`src/rtl/vx_issue_sched.sv`:
```
// Round-robin warp issue scheduler with a registered valid/ready output stage.
// Define ISSUE_SCHED_PERF_EN to build the stall-cycle perf counters.
module vx_issue_sched #(
  parameter int NUM_WARPS     = 4,
  parameter int NUM_UNITS     = 5,
  parameter int UNIT_BITS     = 3,
  parameter int PERF_CTR_BITS = 44
) (
  input  logic                           clk,
  input  logic                           reset,
  input  logic [NUM_WARPS-1:0]           warp_valid,
  input  logic [NUM_WARPS-1:0]           warp_sb_ready,
  input  logic [NUM_WARPS*UNIT_BITS-1:0] warp_unit,
  input  logic [NUM_UNITS-1:0]           unit_ready,
  output logic [NUM_WARPS-1:0]           warp_pop,
  output logic                           issue_valid,
  output logic [$clog2(NUM_WARPS)-1:0]   issue_wid,
  input  logic                           issue_ready,
  output logic [PERF_CTR_BITS-1:0]       perf_sb_stalls,
  output logic [PERF_CTR_BITS-1:0]       perf_unit_stalls,
  output logic [PERF_CTR_BITS-1:0]       perf_out_stalls
);
  localparam int WID_W = $clog2(NUM_WARPS);

  logic             vld_q, vld_d;
  logic [WID_W-1:0] wid_q, wid_d, rr_q, rr_d, win;
  logic [NUM_WARPS-1:0] held, elig;
  logic             found, free, sel;

  for (genvar w = 0; w < NUM_WARPS; w++) begin : g_warp
    logic [UNIT_BITS-1:0] unit;
    logic                 ok;
    assign unit = warp_unit[w*UNIT_BITS +: UNIT_BITS];
    // Out-of-range unit ids match no ready bit and leave the warp ineligible.
    always_comb begin
      ok = 1'b0;
      for (int u = 0; u < NUM_UNITS; u++)
        if (unit == UNIT_BITS'(u)) ok = unit_ready[u];
    end
    // The warp sitting in the output stage is not yet reserved in the scoreboard.
    assign held[w] = vld_q && (wid_q == WID_W'(w));
    assign elig[w] = warp_valid[w] & warp_sb_ready[w] & ok & ~held[w];
  end

  always_comb begin
    logic [WID_W-1:0] idx;
    found = 1'b0;
    win   = '0;
    for (int i = 0; i < NUM_WARPS; i++) begin
      idx = rr_q + WID_W'(i);
      if (!found && elig[idx]) begin
        found = 1'b1;
        win   = idx;
      end
    end
  end

  assign free = ~vld_q | issue_ready;
  assign sel  = free & found;

  always_comb begin
    warp_pop = '0;
    if (sel && !reset) warp_pop[win] = 1'b1;
  end

  always_comb begin
    vld_d = vld_q;
    wid_d = wid_q;
    rr_d  = rr_q;
    if (free) begin
      vld_d = found;
      if (found) begin
        wid_d = win;
        rr_d  = win + WID_W'(1);
      end
    end
  end

  always_ff @(posedge clk) begin
    if (reset) begin
      vld_q <= 1'b0;
      wid_q <= '0;
      rr_q  <= '0;
    end else begin
      vld_q <= vld_d;
      wid_q <= wid_d;
      rr_q  <= rr_d;
    end
  end

  assign issue_valid = vld_q;
  assign issue_wid   = wid_q;

`ifdef ISSUE_SCHED_PERF_EN
  logic [PERF_CTR_BITS-1:0] sb_q, unit_q, out_q;
  logic any_unit, no_sel;
  assign any_unit = |(warp_valid & warp_sb_ready & ~held);
  assign no_sel   = free & ~found & (|warp_valid);

  always_ff @(posedge clk) begin
    if (reset) begin
      sb_q   <= '0;
      unit_q <= '0;
      out_q  <= '0;
    end else begin
      if (no_sel && any_unit)  unit_q <= unit_q + PERF_CTR_BITS'(1);
      if (no_sel && !any_unit) sb_q   <= sb_q + PERF_CTR_BITS'(1);
      if (vld_q && !issue_ready) out_q <= out_q + PERF_CTR_BITS'(1);
    end
  end

  assign perf_sb_stalls   = sb_q;
  assign perf_unit_stalls = unit_q;
  assign perf_out_stalls  = out_q;
`else
  assign perf_sb_stalls   = '0;
  assign perf_unit_stalls = '0;
  assign perf_out_stalls  = '0;
`endif
endmodule

```
`config.mk`:
```
export PLATFORM = sky130hd
export DESIGN_NAME = vx_issue_sched
export DESIGN_NICKNAME = d
export VERILOG_FILES = /design/src/rtl/vx_issue_sched.sv
export SDC_FILE = /design/constraint.sdc
export NUM_CORES = 1
export LEC_CHECK = 0
export BUFFER_PORTS_ARGS = -buffer_cell sky130_fd_sc_hd__buf_4
export CAP_MARGIN = 40
export CORE_MARGIN = 2
export CORE_UTILIZATION = 30
export DETAILED_ROUTE_END_ITERATION = 10
export GPL_TIMING_DRIVEN = 0
export PLACE_DENSITY = 0.79
export SLEW_MARGIN = 0
export SYNTH_ARGS = -nofsm -noshare
export SYNTH_HDL_FRONTEND = slang
export SYNTH_SLANG_ARGS = --single-unit
```
`constraint.sdc`:
```
create_clock -name clk -period 2.1 [get_ports clk]
set_input_delay 0.315 -clock clk [delete_from_list [all_inputs] [get_ports clk]]
set_output_delay 0.315 -clock clk [all_outputs]
set_load 0.05 [all_outputs]
```
# Word level (Yosys, flattened, before mapping)
# Cells that the tools add are included.
op_classes:
  n_eq_ne: 19
  n_addsub: 4
  magnitude_cmp: 6
  n_mux: 39
  reduce_logical: 19
  bitwise: 19
ops:
  columns: ["cell", "n"]
  rows:
  - ["$mux 1", 29]
  - ["$eq 3x2->1 const B", 8]
  - ["$lt 2x3->1 const B", 5]
  - ["$and 1x1->1", 13]
  - ["$eq 3x1->1 const B", 4]
  - ["$eq 3x3->1 const B", 4]
  - ["$logic_not 3->1", 4]
  - ["$logic_and 1x1->1", 9]
  - ["$bmux 1 s2", 4]
  - ["$mux 2", 4]
  - ["$not 1->1", 5]
  - ["$add 2x1->2 const B", 2]
  - ["$add 2x2->2 const B", 2]
  - ["$eq 2x2->1 const B", 2]
  - ["$logic_not 1->1", 4]
  - ["$mux 4", 1]
  - ["$demux 1 s2", 1]
  - ["$eq 2x1->1 const B", 1]
  - ["$ge 2x1->1 const B", 1]
  - ["$logic_not 2->1", 1]
  - ["$reduce_and 2->1", 1]
  - ["$or 1x1->1", 1]
word_totals:
  inputBits: 28
  elab_cells: 109
  output_inout_bits: 139
  reg_bits: 5

# Logic depth before layout (Yosys ltp)
# Gate-level depths: netlist (run 1).
depth:
  depth_word: 25
  ltp_mapped: 9
  mapped_depth_nobuf: 9

# Least setup slack after synthesis (run 1)
# OpenSTA, ideal clock, no wires.
synth_timing:
  kind: "register -> output"
  from: "register wid_q[1] (netlist: issue_wid[1])"
  to: "output warp_pop[1]"
  path_slack_ns: -0.571
  required_time_ns: 1.785
  stages_incl_launch_ff: 9
  path_buffers: 0
  arrival_time_ns: 2.356
  cell_sequence: "dfxtp_1 -> inv_1 -> o311a_1 -> o31a_1 -> a222oi_1 -> nand3_2 -> inv_2 -> ha_1 -> and2_1"
synth_via:
  elab_chain_len: 21
  elab_cells_between_ends: 46
  cone_classes: "order compare (2); eq/ne (3); mux (19); bitwise (9); reduce/logical (13)"
synth_rtl:
  columns: ["item", "line_no", "text"]
  rows:
  - ["start: declaration", "26", "logic [WID_W-1:0] wid_q, wid_d, rr_q, rr_d, win;"]
  - ["start signal: assignment", "86", "wid_q <= wid_d;"]
  - ["$eq 2x1->1 (tied with other cells)", "41", "assign held[w] = vld_q && (wid_q == WID_W'(w));"]
  - ["$logic_and 1x1->1", "41", null]
  - ["$not 1->1", "42", "assign elig[w] = warp_valid[w] & warp_sb_ready[w] & ok & ~held[w];"]
  - ["$and 1x1->1", "42", null]
  - ["$bmux 1 s2", "51", "if (!found && elig[idx]) begin"]
  - ["$mux 1 (not written as such)", "51", null]
  - ["$mux 1", "51", null]
  - ["$logic_not 1->1", "51", null]
  - ["[6 not listed]", null, null]
  - ["$logic_and 1x1->1", "51", null]
  - ["$mux 2 (*)", "51", null]
  - ["named net win[0]", "26", null]
  - ["$lt 2x3->1 (not written as such) / $ge 2x1->1 (equally long branches)", "63", "if (sel && !reset) warp_pop[win] = 1'b1;"]
  - ["$logic_and 1x1->1 (not written as such)", "63", null]
  - ["$mux 1 (not written as such)", "63", null]
  - ["$demux 1 s2 (*)", "63", null]
  - ["$mux 4 (*)", "63", null]
  - ["end: declaration", "15", "output logic [NUM_WARPS-1:0] warp_pop,"]
# The timed path passes the listed nets; every way through them passes the cells marked *. The select of a mux whose other input is x is not followed.

# Final worst setup path (run 1)
layout_timing:
  from: "register vld_q (netlist: issue_valid)"
  to: "output warp_pop[1]"
layout_via:
  elab_chain_len: 20
  elab_cells_between_ends: 44
  cone_classes: "order compare (2); mux (19); bitwise (11); reduce/logical (12)"
layout_rtl:
  columns: ["item", "line_no", "text"]
  rows:
  - ["start: declaration", "25", "logic vld_q, vld_d;"]
  - ["start signal: assignment", "85", "vld_q <= vld_d;"]
  - ["$logic_and 1x1->1", "41", null]
  - ["$not 1->1", "42", null]
  - ["$and 1x1->1", "42", null]
  - ["$bmux 1 s2", "51", null]
  - ["$mux 1 (not written as such)", "51", null]
  - ["$mux 1", "51", null]
  - ["$logic_not 1->1", "51", null]
  - ["$logic_and 1x1->1", "51", null]
  - ["[5 not listed]", null, null]
  - ["$logic_and 1x1->1", "51", null]
  - ["$mux 2 (*)", "51", null]
  - ["named net win[0]", "26", null]
  - ["$lt 2x3->1 (not written as such) / $ge 2x1->1 (equally long branches)", "63", null]
  - ["$logic_and 1x1->1 (not written as such)", "63", null]
  - ["$mux 1 (not written as such)", "63", null]
  - ["$demux 1 s2 (*)", "63", null]
  - ["$mux 4 (*)", "63", null]
# Marked as above.

==> results by group, run 1 <==
Synthesis
  • Synth warnings: 0
  • Syn_area_per_cell: 7.98 um^2
  • Post-synth top area cell: buf_4
  • Post-Synthesis Cells: 210
  • Area fraction of the dominant cell type after synthesis: 59.1%
  • Yosys cell types: 43
  • Mapped Area: 0.00168 mm^2
  • Top_reg_cell synth: dfxtp_1
  • Number of synthesized flops with an enable pin: 0
  • Yosys reg bits: 5
  • Leading post-synthesis cells by cell area: buf_4 59%, dfxtp_1 6.0%, mux2i_1 4.2%, ha_1 3.0%, nand2b_1 1.9%
  • Seq/Total Area, Yosys: 5.97%
  • Post-synth ARST share: 0%
  • Most frequent cell after synthesis: buf_4
  • Top cells by count, synth: 132 x buf_4, 7 x mux2i_1, 7 x nor2_1

Power
  • VDD IR-drop max: 0.000218 V
  • Clock power frac: 14.9%
  • Leakage: 0.00165 uW
  • PwrDens: 451 mW/mm^2
  • Pint: 509 uW
  • Flop pwr share: 9.2%
  • Switch Pwr: 712 uW
  • Pwr Total: 1220 uW
  • Net Sw Frac: 58.3%
  • Gate power share: 75.9%

Clocking
  • Sinks on Clock Net: 5
  • CTS clk-pin slew, worst paths: 0.04 ns
  • H-tree levels: 1
  • Worst-Skew Late Latency: 0.23 ns
  • Num CTS Buffers: 3
  • CTS root buffer: clkbuf_8
  • Clock tree buffer depth: 2
  • Hold Buf Count CTS: 0
  • CTS tree: yes

Route
  • DRC: 0
  • Pre-antenna DRT Iters: 5
  • Post-route ant nets: 0
  • Starting DRT DRC Count: 19
  • Via count: 1450
  • WL final: 3580 um
  • Vias per inst: 3.16
  • Routed len/inst: 7.80 um

Cells and area
  • Layout Nets: 420
  • Fraction of layout cells with a size suffix above 1: 52.7%
  • Ant diodes: 0
  • Final Core Density: 49.7%
  • Fillers: 536
  • Multi-input logic area: 0.00110 mm^2
  • Post-route cell area: 0.00271 mm^2
  • Register area: 111 um^2
  • Area growth, synth to finish: 61.5%

Place
  • Post-DP HPWL: 3250 um
  • Routability congestion estimate: 0.786
  • Area after DPL: 0.00253 mm^2
  • Port bufs: 34

Die
  • Std-Cell Rows: 27
  • Die width: 78.7 um
  • Initial Utilization: 30.8%
  • Die height: 78.7 um
  • Full die area: 0.00620 mm^2
  • Core area: 0.00544 mm^2
  • Io pins: 167

Worst setup path
  • Slowest CP cell: dfxtp_4
  • Crit end category: primary output
  • CP peak stage delay: 0.36 ns
  • Setup crit start kind: register
  • Worst path required time: 1.78 ns
  • Critical path class: reg -> out
  • Worst Path Max Fanout: 4
  • R2R cell count: 9
  • CP arrival: 2.17 ns
  • Worst path cell trace: inv_4 > o311a_1 > o31a_1 > a222oi_1 > nand3_2 > inv_2 > ha_1 > and2_4 > buf_8

Global route
  • Gr usage total: 10.4%
  • GRT overflow: 0
  • Vias in the first global route: 1232
  • Initial antenna violation count: 0
  • Maximum number of pins on one net before global-route repair: 9
  • First-pass GRT wire length: 5240 um

Timing
  • Finish-stage setup viols: 4
  • Final clock skew: 0.00394 ns
  • Final Max Slew Viols: 0
  • Fin worst setup slack: -0.385 ns
  • F_max: 402 MHz
  • Hold Slack: 0.302 ns
  • RSZ-0062 raised after global routing: true
  • Final Cycle Share: 118%
  • Final Hold Viols: 0
  • Final period demand of the worst path: 2.49 ns
  • Setup TNS: -1.48 ns

Run status
  • Status: finished with violations
  • Failing checks: setup timing

Worst hold path
  • Worst hold path cell count: 2
  • Hold Path Class: in -> reg

Flow run
  • Max-Cap Viols: 0
registers in the layout (all words and copies together), names as in the netlist:
| register | cells |
|---|---|
| issue_valid | 1 |
| issue_wid | 2 |
| rr_q | 2 |
power groups by stage:
stage                     clock network [uW]  registers (uW)  logic, uW
final                                    182             113        926
after global routing                     199             114        969
after CTS                                187             112        899
after detailed placement                   0             114        882
after global placement                     0             113        878
after floorplan                            0             126        793
worst max-delay path, delay by kind of cell (launching register included):
family	cells	cell delay, ns
AOI/OAI and AO/OA	3	0.84
DFF	1	0.36
and+or+nand+nor	2	0.32
buffers and inverters	3	0.29
adders and majority gates	1	0.14
layout make-up:
type / instances / area share (%)
Buffer: 132 / 36.6
Timing Repair Buffer: 42 / 12.8
Multi-Input combinational cell: 199 / 40.7
Sequential cell: 5 / 4.12
Clock buffer: 4 / 1.67
Inverter: 5 / 0.786
Tap cell: 72 / 3.33
kinds of logic (layout without fill, tap and decap cells):
family / count (synthesis) / after routing / synth area share (%)
compound gates: 20 / 20 / 12.0
other cells: 1 / 132 / 0.224
mux: 9 / 9 / 5.53
fa+ha+maj: 4 / 4 / 2.99
simple gates: 34 / 34 / 13.0
buf+inv: 137 / 183 / 60.3
flops: 5 / 5 / 5.97
worst paths after layout:
check | start | to | slack (ns)
hold / removal | reset | rr_q[0] | 0.30
setup / recovery | issue_valid | warp_pop[1] | -0.39
setup reg to reg | issue_valid | rr_q[1] | 0.03
hold reg to reg | issue_wid[0] | issue_wid[0] | 0.53
per-stage QoR:
| stage | instances | worst slack (ns) |
|---|---|---|
| final | 459 | -0.385 |
| after global routing | 459 | -0.494 |
| after CTS | 456 | -0.375 |
| after detailed placement | 447 | -0.428 |
| after global placement | 447 | -0.392 |
| after floorplan | 341 | -0.0821 |
cell usage in the layout, fill, tap and decap left out, drive strengths merged, types with 4 or more instances in the layout:
cell type,Yosys,layout
and2,4,4
buf,132,174
clkbuf,0,4
conb,1,132
dfxtp,5,5
ha,4,4
inv,5,5
mux2i,7,7
nand2b,5,5
nand3,5,5
nor2,7,7
timing repair:
action | 4_1_cts | 5_1_grt
setup endpoints to repair | 5 | 5
hold endpoints to repair | 0 | 0
buffers inserted | 5 | 3
resized for setup | 12 | 6
pin swaps | 5 | 5
per-layer routing:
layer | vias to the layer above | GRT usage (%) | wire [um]
met4 | 0 | 3.51 | 30
met2 | 89 | 20.6 | 1910
met5 | - | 0 | 0
li1 | 789 | - | -
met3 | 2 | 3.86 | 485
met1 | 570 | 9.55 | 1150
(Power assumes the default switching activity.)
==> inputs of run 2 (changes only) <==
PLACE_DENSITY = 0.76   (was 0.79)
clock period = 2.3 ns   (was 2.1 ns; I/O delays follow)
==> results by group, run 2 (synthesized netlist as in run 1, its figures left out) <==
Clocking
  • CTS root buffer: clkbuf_8
  • Sinks on Clock Net: 5 (unchanged)
  • CTS clk-pin slew, worst paths: 0.04 ns (about the same)
  • Worst-Skew Late Latency: 0.23 ns (about the same)
  • Hold Buf Count CTS: 0 (unchanged)
  • Clock tree buffer depth: 2 (unchanged)
  • H-tree levels: 1 (unchanged)
  • CTS tree: yes
  • Num CTS Buffers: 3 (unchanged)

Die
  • Die height: 78.7 um (unchanged)
  • Initial Utilization: 30.8% (unchanged)
  • Die width: 78.7 um (unchanged)
  • Full die area: 0.00620 mm^2 (unchanged)
  • Io pins: 167 (unchanged)
  • Core area: 0.00544 mm^2 (unchanged)
  • Std-Cell Rows: 27 (unchanged)

Cells and area
  • Multi-input logic area: 0.00109 mm^2 (-0.91%)
  • Final Core Density: 49.8% (+0.092 points)
  • Ant diodes: 0 (unchanged)
  • Register area: 109 um^2 (-2.2%)
  • Area growth, synth to finish: 61.8%
  • Commonest non-fill, non-tap cell in the layout: buf_4
  • Fraction of layout cells with a size suffix above 1: 52.8% (+0.12 points)
  • Layout Nets: 421 (+0.24%)
  • Fillers: 522 (-2.6%)
  • Most frequent cells in the layout: 169 x buf_4, 132 x conb_1, 7 x nor2_1, 7 x mux2i_1

Timing
  • Fin worst setup slack: -0.257 ns (+0.128 ns)
  • Final Cycle Share: 111%
  • Setup TNS: -0.927 ns (+0.554 ns)
  • F_max: 391 MHz
  • Final clock skew: 0.00543 ns (+0.00148 ns)
  • RSZ-0062 raised after global routing: true
  • Final Max Slew Viols: 0 (unchanged)
  • Final period demand of the worst path: 2.56 ns
  • Finish-stage setup viols: 4 (unchanged)
  • Final Hold Viols: 0 (unchanged)

Power
  • Leakage: 0.00166 uW (+0.58%)
  • VDD IR-drop max: 0.000228 V (+4.6%)
  • PwrDens: 408 mW/mm^2 (-9.5%)

Global route
  • Vias in the first global route: 1213 (-1.5%)
  • Initial antenna violation count: 0 (unchanged)
  • GRT overflow: 0 (unchanged)
  • First-pass GRT wire length: 5130 um (-2.1%)
  • Gr usage total: 9.92% (-0.45 points)
  • Maximum number of pins on one net before global-route repair: 9 (unchanged)

Worst setup path
  • Worst path required time: 1.96 ns (+0.18 ns)
  • CP dominant cell by count: inv_2
  • Setup crit start kind: register
  • Critical path class: reg -> out
  • Crit end category: primary output
  • Worst Path Max Fanout: 4 (unchanged)
  • CP arrival: 2.21 ns (+0.04 ns)
  • Slowest CP cell: a222oi_1
  • CP peak stage delay: 0.40 ns (+0.04 ns)
  • Worst path cell trace: inv_2 > o311a_1 > o31a_1 > a222oi_1 > nand3_2 > inv_2 > ha_2 > and2_4 > buf_8

Place
  • Port bufs: 34 (unchanged)
  • Post-DP HPWL: 3190 um (-1.9%)
  • Routability congestion estimate: 0.751 (-4.5%)

Run status
  • Status: finished with violations
  • Failing checks: setup timing

Route
  • Starting DRT DRC Count: 33 (+14)
  • Via count: 1482 (+2.2%)
  • Post-route ant nets: 0 (unchanged)
  • Pre-antenna DRT Iters: 4 (-1)
  • Routed len/inst: 7.65 um (-1.9%)
  • Vias per inst: 3.22 (+2.0%)
  • WL final: 3520 um (-1.7%)
  • DRC: 0 (unchanged)

Worst hold path
  • Hold Path Class: in -> reg

Flow run
  • Max-Cap Viols: 0 (unchanged)
## run 2: layout make-up
cell class,instances,area share (%)
Sequential cell,5,4.02
Buffer,132,36.6
Timing Repair Buffer,43,13.4
Clock inverter,1,0.185
Clock buffer,3,1.52
Tap cell,72,3.32
Multi-Input combinational cell,199,40.3
Inverter,5,0.693
## run 2: what timing repair did
item,in CTS,in global routing
endpoints found under the setup margin,4,4
pin swaps,8,5
resized for setup,13,9
setup buffers,7,2
gates cloned,0,0
## run 2: per-layer routing
metal	vias up	GRT usage, %	part of all wire [%]	wire length, um
met2	83	19.0	54	1910
met4	0	3.68	1.0	36
met3	4	2.61	12	407
met1	604	10.3	33	1170
li1	791	-	-	-
met5	-	0	0	0
## run 2: worst paths after layout
check | startpoint | end | slack [ns] | cells past startpoint
worst max-delay path | issue_valid | warp_pop[1] | -0.26 | 9
worst min register to register | issue_wid[0] | issue_wid[0] | 0.53 | 2
worst max register to register | issue_valid | rr_q[1] | 0.22 | 9
worst min-delay path | reset | rr_q[0] | 0.33 | 2
## run 2: per-stage QoR
stage / worst slack [ns] / std cells / instance area, um^2 / total power (uW) / hold slack (ns)
2_1_floorplan: 0.00804 / 341 / 2180 / 836 / 0.408
3_3_place_gp: -0.266 / 447 / 2520 / 903 / 0.512
3_5_place_dp: -0.306 / 447 / 2520 / 906 / 0.523
4_1_cts: -0.240 / 458 / 2670 / 1090 / 0.332
5_1_grt: -0.384 / 460 / 2710 / 1160 / 0.326
6_report: -0.257 / 460 / 2710 / 1110 / 0.334
## run 2: power by group
part | leakage (uW) | total (uW) | internal (uW) | switching [uW]
Clock | 0.0000255 | 165 | 117 | 48.1
Combinational | 0.00159 | 839 | 250 | 589
Sequential | 0.0000427 | 103 | 93.8 | 8.94
Total | 0.00166 | 1110 | 460 | 646
## run 2: critical path, delay by kind of cell, from the launching register on
kind	cells	cell delay [ns]
fa+ha+maj	1	0.16
compound gates	3	0.88
flops	1	0.34
buf+inv	3	0.28
simple gates	2	0.31
